===== config.mk =====
export PLATFORM = sky130hd
export DESIGN_NAME = ifetch_queue
export DESIGN_NICKNAME = d
export VERILOG_FILES = /design/src/rtl/ifetch_queue.sv
export SDC_FILE = /design/constraint.sdc
export NUM_CORES = 1
export LEC_CHECK = 0
export CORE_ASPECT_RATIO = 1.5
export CORE_UTILIZATION = 27
export CTS_CLUSTER_SIZE = 24
export DETAILED_ROUTE_END_ITERATION = 10
export PLACE_DENSITY = 0.46
export SLEW_MARGIN = 10
export SYNTH_ARGS = -nofsm -noshare
export SYNTH_HDL_FRONTEND = slang
export SYNTH_SLANG_ARGS = --single-unit

===== constraint.sdc =====
create_clock -name clk -period 4.7 [get_ports clk]
set_clock_uncertainty 0.1 [all_clocks]
set_input_delay 0.705 -clock clk [delete_from_list [all_inputs] [get_ports clk]]
set_output_delay 0.705 -clock clk [all_outputs]
set_load 0.05 [all_outputs]

===== src/rtl/ifetch_queue.sv =====
`default_nettype none
// ============================================================================
// Module      : ifetch_queue
// Description : Decoupled instruction-fetch front end. Issues word fetches over
//               req/gnt/rvalid, buffers {pc, inst} in a FIFO for decode, and
//               flushes on redirect. Optional misaligned-redirect fault:
//               define IFQ_MISALIGN_CHECK_EN.
// Revision    : 1.0 - initial release
// ============================================================================
module ifetch_queue #(
    parameter int unsigned DEPTH    = 4,
    parameter logic [31:0] RESET_PC = 32'h0000_0000
) (
    input  logic        clk,
    input  logic        reset,
    output logic        imem_req,
    output logic [31:0] imem_addr,
    input  logic        imem_gnt,
    input  logic        imem_rvalid,
    input  logic [31:0] imem_rdata,
    output logic        inst_valid,
    output logic [31:0] inst_data,
    output logic [31:0] inst_pc,
    input  logic        inst_ready,
    input  logic        redirect,
    input  logic [31:0] redirect_pc,
    output logic        fetch_fault
);

    localparam int AW = $clog2(DEPTH);
    localparam int CW = AW + 1;

    logic [31:0]   r_mem_data [DEPTH];
    logic [31:0]   r_mem_pc   [DEPTH];
    logic [AW-1:0] r_wr_ptr;
    logic [AW-1:0] r_rd_ptr;
    logic [CW-1:0] r_count;
    logic [CW-1:0] r_outstanding;
    logic [CW-1:0] r_discard;
    logic [31:0]   r_fetch_pc;
    logic [31:0]   r_resp_pc;

    logic [CW:0]   w_occupancy;
    logic          w_fault_halt;
    logic [31:0]   w_redirect_pc;
    logic          w_grant;
    logic          w_push;
    logic          w_pop;

    assign w_redirect_pc = {redirect_pc[31:2], 2'b00};

`ifdef IFQ_MISALIGN_CHECK_EN
    logic r_fault;

    // Any redirect re-evaluates the fault, so an aligned one clears it.
    always_ff @(posedge clk) begin
        if (reset) begin
            r_fault <= 1'b0;
        end else if (redirect) begin
            r_fault <= (redirect_pc[1:0] != 2'b00);
        end
    end

    assign w_fault_halt = r_fault;
    assign fetch_fault  = r_fault;
`else
    logic w_unused_pc_lsb;

    assign w_unused_pc_lsb = ^redirect_pc[1:0];
    assign w_fault_halt    = 1'b0;
    assign fetch_fault     = 1'b0;
`endif

    // Buffered plus in-flight fetches never exceed DEPTH, so a push always fits.
    assign w_occupancy = {1'b0, r_count} + {1'b0, r_outstanding};
    assign imem_req    = !reset && !redirect && !w_fault_halt &&
                         (w_occupancy < (CW + 1)'(DEPTH));
    assign imem_addr   = r_fetch_pc;

    assign w_grant = imem_req && imem_gnt;
    assign w_push  = imem_rvalid && (r_discard == '0) && !redirect;
    assign w_pop   = inst_valid && inst_ready && !redirect;

    assign inst_valid = (r_count != '0);
    assign inst_data  = r_mem_data[r_rd_ptr];
    assign inst_pc    = r_mem_pc[r_rd_ptr];

    always_ff @(posedge clk) begin
        if (reset) begin
            r_fetch_pc    <= RESET_PC;
            r_resp_pc     <= RESET_PC;
            r_wr_ptr      <= '0;
            r_rd_ptr      <= '0;
            r_count       <= '0;
            r_outstanding <= '0;
            r_discard     <= '0;
            for (int i = 0; i < DEPTH; i++) begin
                r_mem_data[i] <= 32'h0;
                r_mem_pc[i]   <= 32'h0;
            end
        end else begin
            r_outstanding <= r_outstanding + CW'(w_grant) - CW'(imem_rvalid);
            if (redirect) begin
                // Every response still owed after this cycle belongs to the old stream.
                r_fetch_pc <= w_redirect_pc;
                r_resp_pc  <= w_redirect_pc;
                r_wr_ptr   <= '0;
                r_rd_ptr   <= '0;
                r_count    <= '0;
                r_discard  <= r_outstanding - CW'(imem_rvalid);
            end else begin
                if (w_grant) begin
                    r_fetch_pc <= r_fetch_pc + 32'd4;
                end
                if (imem_rvalid && (r_discard != '0)) begin
                    r_discard <= r_discard - CW'(1);
                end
                if (w_push) begin
                    r_mem_data[r_wr_ptr] <= imem_rdata;
                    r_mem_pc[r_wr_ptr]   <= r_resp_pc;
                    r_wr_ptr             <= r_wr_ptr + AW'(1);
                    r_resp_pc            <= r_resp_pc + 32'd4;
                end
                if (w_pop) begin
                    r_rd_ptr <= r_rd_ptr + AW'(1);
                end
                case ({w_push, w_pop})
                    2'b10:   r_count <= r_count + CW'(1);
                    2'b01:   r_count <= r_count - CW'(1);
                    default: r_count <= r_count;
                endcase
            end
        end
    end

endmodule
`default_nettype wire


; ---- Yosys cells after proc, flatten, opt, wreduce, memory -nomap -nowiden
; Memories as Yosys holds them, arrays and structs flattened. A register that Yosys moved wholly into a read port is not among the register bits.
; Index checks and enable logic that the tools add are counted.
[word_totals]
reg_bits = 77
latch_bits = 0
ramBits = 256
mem_bits_ro = 0
input_bits = 70
out_inout_bits = 99
word_cells = 68
memories = 2
[op_classes]
n_addsub = 11
multipliers = 0
div_mod_pow = 0
n_lt_le_gt_ge = 1
n_eq_ne = 2
n_shift = 0
n_mux = 23
bitwise_logic = 0
n_reduce_logical = 20
[mem_list]
columns = name, depth, word_bits, read_ports, rd_clocked_by_memory_dff, wr, line_no
row1 = r_mem_data, 4, 32, 1, 1, 4, 33  ; logic [31:0] r_mem_data [DEPTH];
row2 = r_mem_pc, 4, 32, 1, 1, 4, 34  ; logic [31:0] r_mem_pc [DEPTH];
[ops]
columns = op, n
row1 = 2-to-1 mux 32 bit, 6
row2 = "adder 32 x 3 -> 32 bit, second input constant", 2
row3 = OR reduction 32 bit, 2
row4 = 2-to-1 mux 2 bit, 6
row5 = logical AND 1 bit, 8
row6 = 2-to-1 mux 1 bit, 8
row7 = nonzero test 2 bit, 4
row8 = 2-to-1 mux 3 bit, 2
row9 = case mux 3 bit (2 select lines), 1
row10 = nonzero test 3 bit, 2
row11 = subtractor 3 x 1 -> 3 bit, 2
row12 = "subtractor 3 x 1 -> 3 bit, second input constant", 2
row13 = "adder 2 x 1 -> 2 bit, second input constant", 2
row14 = adder 3 x 3 -> 4 bit, 1
row15 = "< comparator 4 x 3 -> 1 bit, second input constant", 1
row16 = adder 3 x 1 -> 3 bit, 1
row17 = "adder 3 x 1 -> 3 bit, second input constant", 1
row18 = logical NOT 3 bit, 1
row19 = "equality test 2 x 1 -> 1 bit, second input constant", 1
row20 = "equality test 2 bit, second input constant", 1
row21 = logical NOT 1 bit, 2
row22 = OR reduction 2 bit, 1

; ---- Depth between registers and ports, before layout
; Gate-level depths: netlist of run 1.
[logic_depth]
ltp_word = 9
depth_mapped = 15
ltp_nobuf = 12

; ---- Least setup slack after synthesis of run 1
; Ideal clock, no wire load.
[synth_path]
kind = in2reg
start = input port imem_rvalid
end = memory r_mem_data[1][0] (enable)
setup_ns = 0.495
arrival_time_ns = 4.251
t_required_ns = 4.105
path_slack_ns = -0.145
cell_stages = 4
n_path_buf = 0
cell_sequence = nand3b_1 -> nor2_1 -> nand2_1 -> o21bai_1
[synth_lines]
columns = element, line_no
row1 = from (decl), 19  ; input logic imem_rvalid,
row2 = to (decl), 33

==> results.md, run 1 <==
* DR vias/cell at 4.625
* Initial Utilization at 27.47%
* Crit path launch type: flip-flop
* Final hold vios at 0
* Synthesized area at 14800 um2
* Fin. max-slew vios at 0
* Final ANT Viol Nets at 0
* Syn_area_per_cell at 13.23 um2
* Synth area leader: edfxtp_1
* Initial antenna violation count at 0
* Pin count of the biggest net entering global routing at 64
* DRC at 11
* Starting DRT DRC Count at 401
* Final setup TNS at 0 ns
* # diodes at 0
* PostCTS Resize Cnt at 0
* Tightest Pin Transition at 0.9794 ns
* Layout Area Growth over Synthesis at 24.43%
* Final HPWL DP at 24710 um
* Layout cells sized above 1 at 12.73%
* R2R setup slack at 1.88 ns
* Setup-failing EPs final at 0
* WL/cell at 20.34 um
* CTS hold repair buffers at 0
* Worst-path cell chain: buf_4 > mux4_2 > clkdlybuf4s50_1
* Die width at 193.2 um
* Clock-pin slew on the worst setup and hold paths at 0.06 ns
* Sequential cell area at 8956 um2
* Sw power at 1.751 mW
* Port buffer count at 161
* Crit path required time at 3.89 ns
* Slew margin rel. at 34.11%
* Maxcap violations at 0
* Worst min path class: reg2reg
* Reg-to-reg critical path endpoint: r_outstanding[2]$_SDFF_PP0_
* Multi-input gate area at 5469 um2
* Slowest CP cell: dfxtp_4
* Congestion Overflow GR at 0
* Root Buffer: clkbuf_16
* Inserted Clock Buffers at 36
* Worst Setup EP: inst_data[20]
* CTS Buffer Depth at 3
* Critical Path Max Stage Delay at 0.81 ns
* # IOs at 169
* TritonCTS clock tree: done
* Synth area leaders: edfxtp_1, and2_1, dfxtp_1
* Initial DRT Pass Iterations at 8
* Clk sink count at 323
* Die H at 288.7 um
* Clock power share at 40.0%
* Synth async-reset ratio at 0%
* Vias at 9180
* Worst vdd ir at 267.1 uV
* Crit path arrival time at 3.00 ns
* Ys flop type: edfxtp_1
* Yosys reg bits at 323
* Reg2reg start: r_count[2]$_SDFFE_PP0P_
* Yosys top cell area share at 50.32%
* Gate Count Post-Synth at 1119
* Static Leak at 6.395 nW
* PD cells at 372.1 nW/um2
* Setup crit end kind: primary output
* Ys Warns at 0
* First-pass GRT wire length at 60780 um
* Sw Ratio at 25.55%
* Synth unique cells at 63
* Gr usage total at 14.64%
* Share of power burned in combinational logic at 11.5%
* Status: finished, violations left
* Number of enable flip-flop cells after synthesis at 248
* Failing checks: design-rule violations
* Total die area at 55770 um2
* Tcrit/Tclk final at 80.97%
* Fillers at 5352
* Setup WS post-layout at 0.8943 ns
* Setup CP Type: reg2out
* Reg2Reg Depth at 12
* Place WS at 1.189 ns
* Unrepaired setup endpoints after global routing: no
* Clk_lat worst skew at 0.52 ns
* Vias in the first global route at 9955
* Post-CTS Setup Bufs at 0
* Hold slack at 0.4241 ns
* Sequential share of power at 48.4%
* Core area at 53870 um2
* GPL Wtd Cong at 0.8035
* FMAX at 0.2628 GHz
* Final WL at 40370 um
* Critical Path Fanout Max at 31
* H-Tree Depth at 2
* Hold_sp: imem_addr[29]$_SDFFE_PP0P_
* Post-synthesis sequential area ratio at 60.47%
* Placement row count at 104
* Final period demand of the worst path at 3.806 ns
* Net count, final at 1354
* Int Pwr at 5.102 mW
==> state kept, by name, indices dropped and copies added (netlist names), named ones only <==
register and cells:
r_count 3, r_resp_pc 30, r_discard 3, r_outstanding 3
r_wr_ptr 2, r_rd_ptr 2, r_mem_data 128, imem_addr 30
r_mem_pc 120
==> synthesized netlist by cell type, types with 8 or more instances <==
library cell	count
a31oi_1	14
xnor2_1	17
clkbuf_1	60
nand2_1	37
dfxtp_1	75
and3_1	12
a21boi_0	15
a21oi_1	28
xor2_1	27
nor2_1	49
mux4_2	62
or3_1	10
nor4_1	8
and2_1	250
edfxtp_1	248
inv_1	32
nand3_1	22
nand4_1	21
ha_1	11
a211oi_1	15
==> final cells by class <==
type	instances	share of cell area, %
clock inverter	15	0.7678
timing repair buffer	186	10.21
tap	689	4.681
inverter	34	0.6930
multi-input combinational	690	29.70
clock buffer	48	5.320
sequential	323	48.63
==> cell usage in the layout (no fill, tap or decap), drive strengths merged, types with 5 or more instances in the layout <==
cell type,n
a21oi,28
a31oi,14
o21ai,6
a21boi,15
nand4,22
inv,34
nor2,49
clkinvlp,6
ha,11
clkinv,7
and2,250
xor2,27
xnor2,17
o211ai,7
buf,27
edfxtp,248
dfxtp,75
clkbuf,48
a211oi,15
or4,7
mux4,62
nand3,23
conb,5
or3,10
nor4,11
and3,12
nor3,7
nand2,38
clkdlybuf4s50,159
==> power by group through the flow <==
stage	registers [mW]	clock network, mW	logic, mW
final	3.32	2.74	0.790
after global routing	3.34	2.93	0.854
after CTS	3.32	2.83	0.809
after detailed placement	3.38	0	0.806
after global placement	3.38	0	0.806
after floorplan	3.40	0	0.449
==> critical path, delay by kind of cell, from the launching register on <==
family / cells / cell delay, ns
buffers and inverters: 2 / 1.06
flip-flops: 1 / 0.81
multiplexers: 1 / 0.55
==> metrics by stage <==
step	instances	area [um2]	util [%]	power, mW
2_1_floorplan	1123	14820	-	3.847
3_3_place_gp	1922	17290	32.10	4.181
3_5_place_dp	1922	17290	32.10	4.187
4_1_cts	1985	18420	34.18	6.965
5_1_grt	1985	18420	34.18	7.122
6_report	1985	18420	34.18	6.853
==> metal layers <==
metal / GRT usage [%] / share of wire [%] / wire [um]
met5: 0 / 0 / 0
met4: 4.004 / 2.2 / 874
met3: 2.285 / 4.4 / 1792
met2: 26.77 / 52 / 21150
met1: 17.52 / 41 / 16550
==> how the worst min path moves through the flow <==
stage                                            end  slack [ns]  cells after the start
after global placement    imem_addr[29]$_SDFFE_PP0P_        0.40                      1
after CTS                 imem_addr[29]$_SDFFE_PP0P_        0.43                      1
after floorplan              r_count[2]$_SDFFE_PP0P_        0.37                      2
after detailed placement                   flip-flop        0.41                      2
after global routing      imem_addr[27]$_SDFFE_PP0P_        0.45                      1
final                     imem_addr[29]$_SDFFE_PP0P_        0.42                      1
==> logic make-up after synthesis <==
family,share of synthesized area [%]
buf+inv,3.018
xor+xnor,2.604
mux,9.503
other cells,0.02534
simple gates,18.03
fa+ha+maj,1.201
compound gates,5.157
flops,60.47
Note: power is estimated with default switching activity, not from simulation.
==> run 2: changes to the inputs <==
Settings changed: PLACE_DENSITY 0.46 to 0.44.
Clock period 4.7 ns to 3.9 ns, I/O delays scaled along.
==> run 2 against run 1 <==
  * The run still ends with design-rule violations left
  * Core utilization is 0.33 points higher
  * Register-to-register slack lost 0.77 ns
  * Combinational power rose by 22%
  * Critical endpoint is now inst_pc[5]
  * Largest cell class unchanged
==> results.md, run 2 (synthesis results as in run 1) <==
* Tcrit/Tclk final at 84.92%
* Fin. max-slew vios at 0
* Initial Utilization at 27.47%
* First-pass GRT wire length at 60670 um
* Design area at 18590 um2
* Failing checks: design-rule violations
* Setup WS post-layout at 0.5882 ns
* Maxcap violations at 0
* Sw power at 2.118 mW
* WL/cell at 20.39 um
* Clock power share at 41.5%
* Place WS at 0.8305 ns
* Unrepaired setup endpoints after global routing: no
* Leading cell types in the layout, fill and taps excluded: and2_1, edfxtp_1, clkdlybuf4s50_1
* Vias in the first global route at 9825
* PD cells at 456.4 nW/um2
* Pin count of the biggest net entering global routing at 64
* Setup-failing EPs final at 0
* Crit path max-delay family: buffers and inverters
* Tightest Pin Transition at 0.8004 ns
* Initial antenna violation count at 0
* Final setup TNS at 0 ns
* TritonCTS clock tree: done
* Die width at 193.2 um
* Int Pwr at 6.367 mW
* Placed insts at 1927
* Final hold vios at 0
* Final WL at 40620 um
* Placed instance area at 17380 um2
* FMAX at 0.3019 GHz
* Crit path required time at 3.21 ns
* Reg-to-reg critical path endpoint: r_outstanding[2]$_SDFF_PP0_
* Max reg flops at 128
* Placement row count at 104
* Fillers at 5380
* Most common cell after layout, fill and taps aside: and2_1
* Clk_lat worst skew at 0.53 ns
* Final ANT Viol Nets at 0
* Starting DRT DRC Count at 366
* Layout Area Growth over Synthesis at 25.63%
* Critical Path Max Stage Delay at 0.73 ns
* Post-route insts no fill at 1992
* Reg2reg start: r_outstanding[2]$_SDFF_PP0_
* Crit path arrival time at 2.63 ns
* Initial DRT Pass Iterations at 9
* Inserted Clock Buffers at 36
* Congestion Overflow GR at 0
* Core area at 53870 um2
* Net count, final at 1359
* Die H at 288.7 um
* Worst-path cell chain: buf_4 > mux4_2 > clkdlybuf4s50_1
* Status: finished, violations left
* Reg2Reg Depth at 12
* Final period demand of the worst path at 3.312 ns
* Final HPWL DP at 25160 um
* Post-CTS Setup Bufs at 0
* # diodes at 0
* Setup CP Type: reg2out
* PostCTS Resize Cnt at 0
* Cell depth of the worst setup path at 3
* Setup crit end kind: primary output
* Worst vdd ir at 292.2 uV
* H-Tree Depth at 2
* DRC at 8
* GPL Wtd Cong at 0.7705
* Layout cells sized above 1 at 12.97%
* Port buffer count at 161
* Slew margin rel. at 46.64%
* Worst path buffer plus inverter count at 2
* Gr usage total at 14.64%
* Vias at 9370
* Total die area at 55770 um2
* Static Leak at 6.491 nW
* Root Buffer: clkbuf_16
* Clk sink count at 323
* Share of power burned in combinational logic at 11.4%
* CTS Buffer Depth at 3
* Slowest CP cell: clkdlybuf4s50_1
* Worst Setup EP: inst_pc[5]
* CTS hold repair buffers at 0
* Sequential share of power at 47.1%
* DR vias/cell at 4.704
* R2R setup slack at 1.11 ns
* Clock-pin slew on the worst setup and hold paths at 0.06 ns
* Largest Register: r_mem_data
* Sw Ratio at 24.96%
* Worst min path class: in2reg
* Critical Path Fanout Max at 23
* # IOs at 169
* Largest regs: r_mem_data (128), r_mem_pc (120)
* Crit path launch type: flip-flop
-- run 2: final cells by class --
| cell class | instances | area [um2] | share of cell area [%] |
|---|---|---|---|
| multi-input cells | 690 | 5469 | 29.42 |
| clock inverters | 14 | 178.9 | 0.9624 |
| inverters | 34 | 127.6 | 0.6864 |
| repair buffers | 191 | 1964 | 10.57 |
| clock buffers | 51 | 1033 | 5.559 |
| flip-flops and latches | 323 | 8956 | 48.17 |
| well taps | 689 | 862.1 | 4.637 |
-- run 2: routing by layer --
layer | up-vias | wire (um) | global-route usage, %
li1 | 4415 | - | -
met1 | 4669 | 16960 | 17.83
met2 | 232 | 20790 | 26.24
met3 | 54 | 1942 | 2.370
met4 | 0 | 930 | 4.258
met5 | - | 0 | 0
-- run 2: worst min-delay path: stages --
cell,delay [ns]
buf_2,0.22
nand2b_1,0.12
a21oi_1,0.05
-- run 2: power groups by stage --
stage | Combinational, mW | Clock, mW | Sequential (mW)
6_report | 0.967 | 3.52 | 4.00
5_1_grt | 1.04 | 3.75 | 4.02
4_1_cts | 0.990 | 3.65 | 4.00
3_5_place_dp | 0.986 | 0 | 4.07
3_3_place_gp | 0.984 | 0 | 4.07
2_1_floorplan | 0.541 | 0 | 4.09
-- run 2: how the worst min path moves through the flow --
stage / startpoint / slack (ns) / endpoint / cells after the start
finish: redirect / 0.41 / r_discard[1]$_SDFFE_PP0P_ / 3
global route: redirect / 0.41 / r_discard[1]$_SDFFE_PP0P_ / 3
CTS: redirect / 0.38 / r_discard[1]$_SDFFE_PP0P_ / 3
detailed placement: r_rd_ptr[1]$_SDFFE_PP0P_ / 0.41 / flip-flop / 2
global placement: r_count[2]$_SDFFE_PP0P_ / 0.41 / r_count[2]$_SDFFE_PP0P_ / 2
floorplan: r_count[2]$_SDFFE_PP0P_ / 0.37 / r_count[2]$_SDFFE_PP0P_ / 2
-- run 2: per-stage QoR --
step	hold slack [ns]	power [mW]	util [%]
after CTS	0.3811	8.638	34.51
after floorplan	0.3709	4.636	-
after global placement	0.4070	5.053	32.26
final	0.4063	8.486	34.51
after detailed placement	0.4099	5.059	32.26
after global routing	0.4148	8.812	34.51
==> run 3: changes to the inputs <==
Clock period 3.9 ns to 3.2 ns, I/O delays scaled along.
==> run 3 against run 2 <==
  * The flow still finishes with violations (design-rule violations)
  * Sequential share of layout area rose by 0.21 points
  * First-iteration DRC count is 16% higher
  * Non-clock buffer count grew 6
  * Total power rose by 19%
  * Sequential cell count unchanged
  * Critical path type unchanged
  * Highest routed layer unchanged
==> results.md, run 3 (synthesis results as in run 1) <==
* Hold slack at 0.2515 ns
* Clk_lat worst skew at 0.53 ns
* Crit path launch type: flip-flop
* WL/cell at 20.82 um
* Vias in the first global route at 9834
* Final setup TNS at 0 ns
* Worst min path class: in2reg
* Slew margin rel. at 42.73%
* GPL Wtd Cong at 0.7772
* # IOs at 169
* Crit path arrival time at 2.45 ns
* Layout Area Growth over Synthesis at 25.09%
* Die width at 193.2 um
* Final HPWL DP at 25660 um
* Layout cells sized above 1 at 15.39%
* Final WL at 41540 um
* Most common cell after layout, fill and taps aside: and2_1
* Die H at 288.7 um
* Crit path required time at 2.62 ns
* Starting DRT DRC Count at 425
* PD cells at 546.5 nW/um2
* Maxcap violations at 0
* TritonCTS clock tree: done
* Setup CP Type: reg2out
* Setup-failing EPs final at 0
* Final ANT Viol Nets at 0
* Gr usage total at 15.13%
* Static Leak at 6.582 nW
* DR vias/cell at 4.694
* Unrepaired setup endpoints after global routing: no
* Place WS at 0.4117 ns
* Largest regs: r_mem_data (128), r_mem_pc (120)
* Placement row count at 104
* Leading cell types in the layout, fill and taps excluded: and2_1, edfxtp_1, clkdlybuf4s50_1
* Final hold vios at 0
* Reg-to-reg critical path endpoint: r_outstanding[2]$_SDFF_PP0_
* PostCTS Resize Cnt at 4
* H-Tree Depth at 2
* Setup WS post-layout at 0.1660 ns
* Post-layout util at 34.36%
* Inserted Clock Buffers at 36
* Setup crit end kind: primary output
* Vias at 9364
* Largest Register: r_mem_data
* R2R setup slack at 0.52 ns
* Worst vdd ir at 279.2 uV
* Status: finished, violations left
* Clk sink count at 323
* Tightest Pin Transition at 0.8512 ns
* Initial antenna violation count at 0
* Critical Path Fanout Max at 22
* Hold_sp: reset
* Reg2Reg Depth at 12
* Max reg flops at 128
* WHS Endpoint: r_discard[1]$_SDFFE_PP0P_
* Total die area at 55770 um2
* Pin count of the biggest net entering global routing at 64
* Clock-pin slew on the worst setup and hold paths at 0.06 ns
* # diodes at 0
* Final period demand of the worst path at 3.034 ns
* Congestion Overflow GR at 0
* Core area at 53870 um2
* Tcrit/Tclk final at 94.81%
* Reg2reg start: r_outstanding[2]$_SDFF_PP0_
* Net count, final at 1365
* Fin. max-slew vios at 0
* Post-CTS Setup Bufs at 0
* Initial DRT Pass Iterations at 9
* Root Buffer: clkbuf_16
* Initial Utilization at 27.47%
* First-pass GRT wire length at 62450 um
* Port buffer count at 161
* Failing checks: design-rule violations
* CTS hold repair buffers at 0
* Hold path depth at 3
* DRC at 11
* CTS Buffer Depth at 3
* FMAX at 0.3296 GHz
-- run 3: cell count changes in the layout (fill, tap and decap cells not counted) --
| cell | change |
|---|---|
| clkdlybuf4s50_1 | -39 |
| clkinv_1 | +2 |
| buf_4 | +35 |
| clkbuf_8 | -1 |
| dlymetal6s2s_1 | +4 |
| clkinvlp_4 | +1 |
| buf_12 | +2 |
| clkbuf_4 | -1 |
| bufinv_16 | -2 |
| clkinv_2 | -2 |
| dlygate4sd2_1 | +4 |
-- run 3: power by group --
| group | internal, mW | switching [mW] | total (mW) |
|---|---|---|---|
| clock | 2.38 | 1.69 | 4.07 |
| combinational | 0.443 | 0.727 | 1.17 |
| sequential | 4.73 | 0.148 | 4.88 |
-- run 3: final cells by class --
cell class	instances	area [um2]
Clock buffer	49	1012
Clock inverter	13	123.9
Fill cell	5440	35360
Inverter	34	127.6
Multi-Input combinational cell	690	5469
Sequential cell	323	8956
Tap cell	689	862.1
Timing Repair Buffer	197	1962
-- run 3: metrics by stage --
step,std cells,cell area [um2],power (mW)
3_3_place_gp,1933,17370,6.159
3_5_place_dp,1933,17370,6.166
6_report,1995,18510,10.12
5_1_grt,1995,18510,10.53
4_1_cts,1995,18500,10.29
2_1_floorplan,1123,14830,5.650
-- run 3: worst max-delay path by stage --
stage,start,to,cells past startpoint
floorplan,r_outstanding[1]$_SDFF_PP0_,r_outstanding[2]$_SDFF_PP0_,15
CTS,flip-flop,inst_data[8],3
detailed placement,imem_rvalid,r_mem_data[0][23]$_SDFFCE_PN0P_,7
global placement,imem_rvalid,r_mem_data[0][2]$_SDFFCE_PN0P_,7
global route,flip-flop,inst_data[24],3
finish,flip-flop,inst_data[24],3
-- run 3: per-layer routing --
| layer | track usage (%) | share of wire, % |
|---|---|---|
| met1 | 18.28 | 41 |
| met2 | 27.45 | 52 |
| met3 | 2.321 | 4.6 |
| met4 | 4.219 | 2.2 |
| met5 | 0 | 0 |
-- run 3: critical path: stages, from the launching register on --
cell             delay (ns)
dfxtp_4                0.38
buf_12                 0.22
mux4_2                 0.56
clkdlybuf4s50_1        0.74
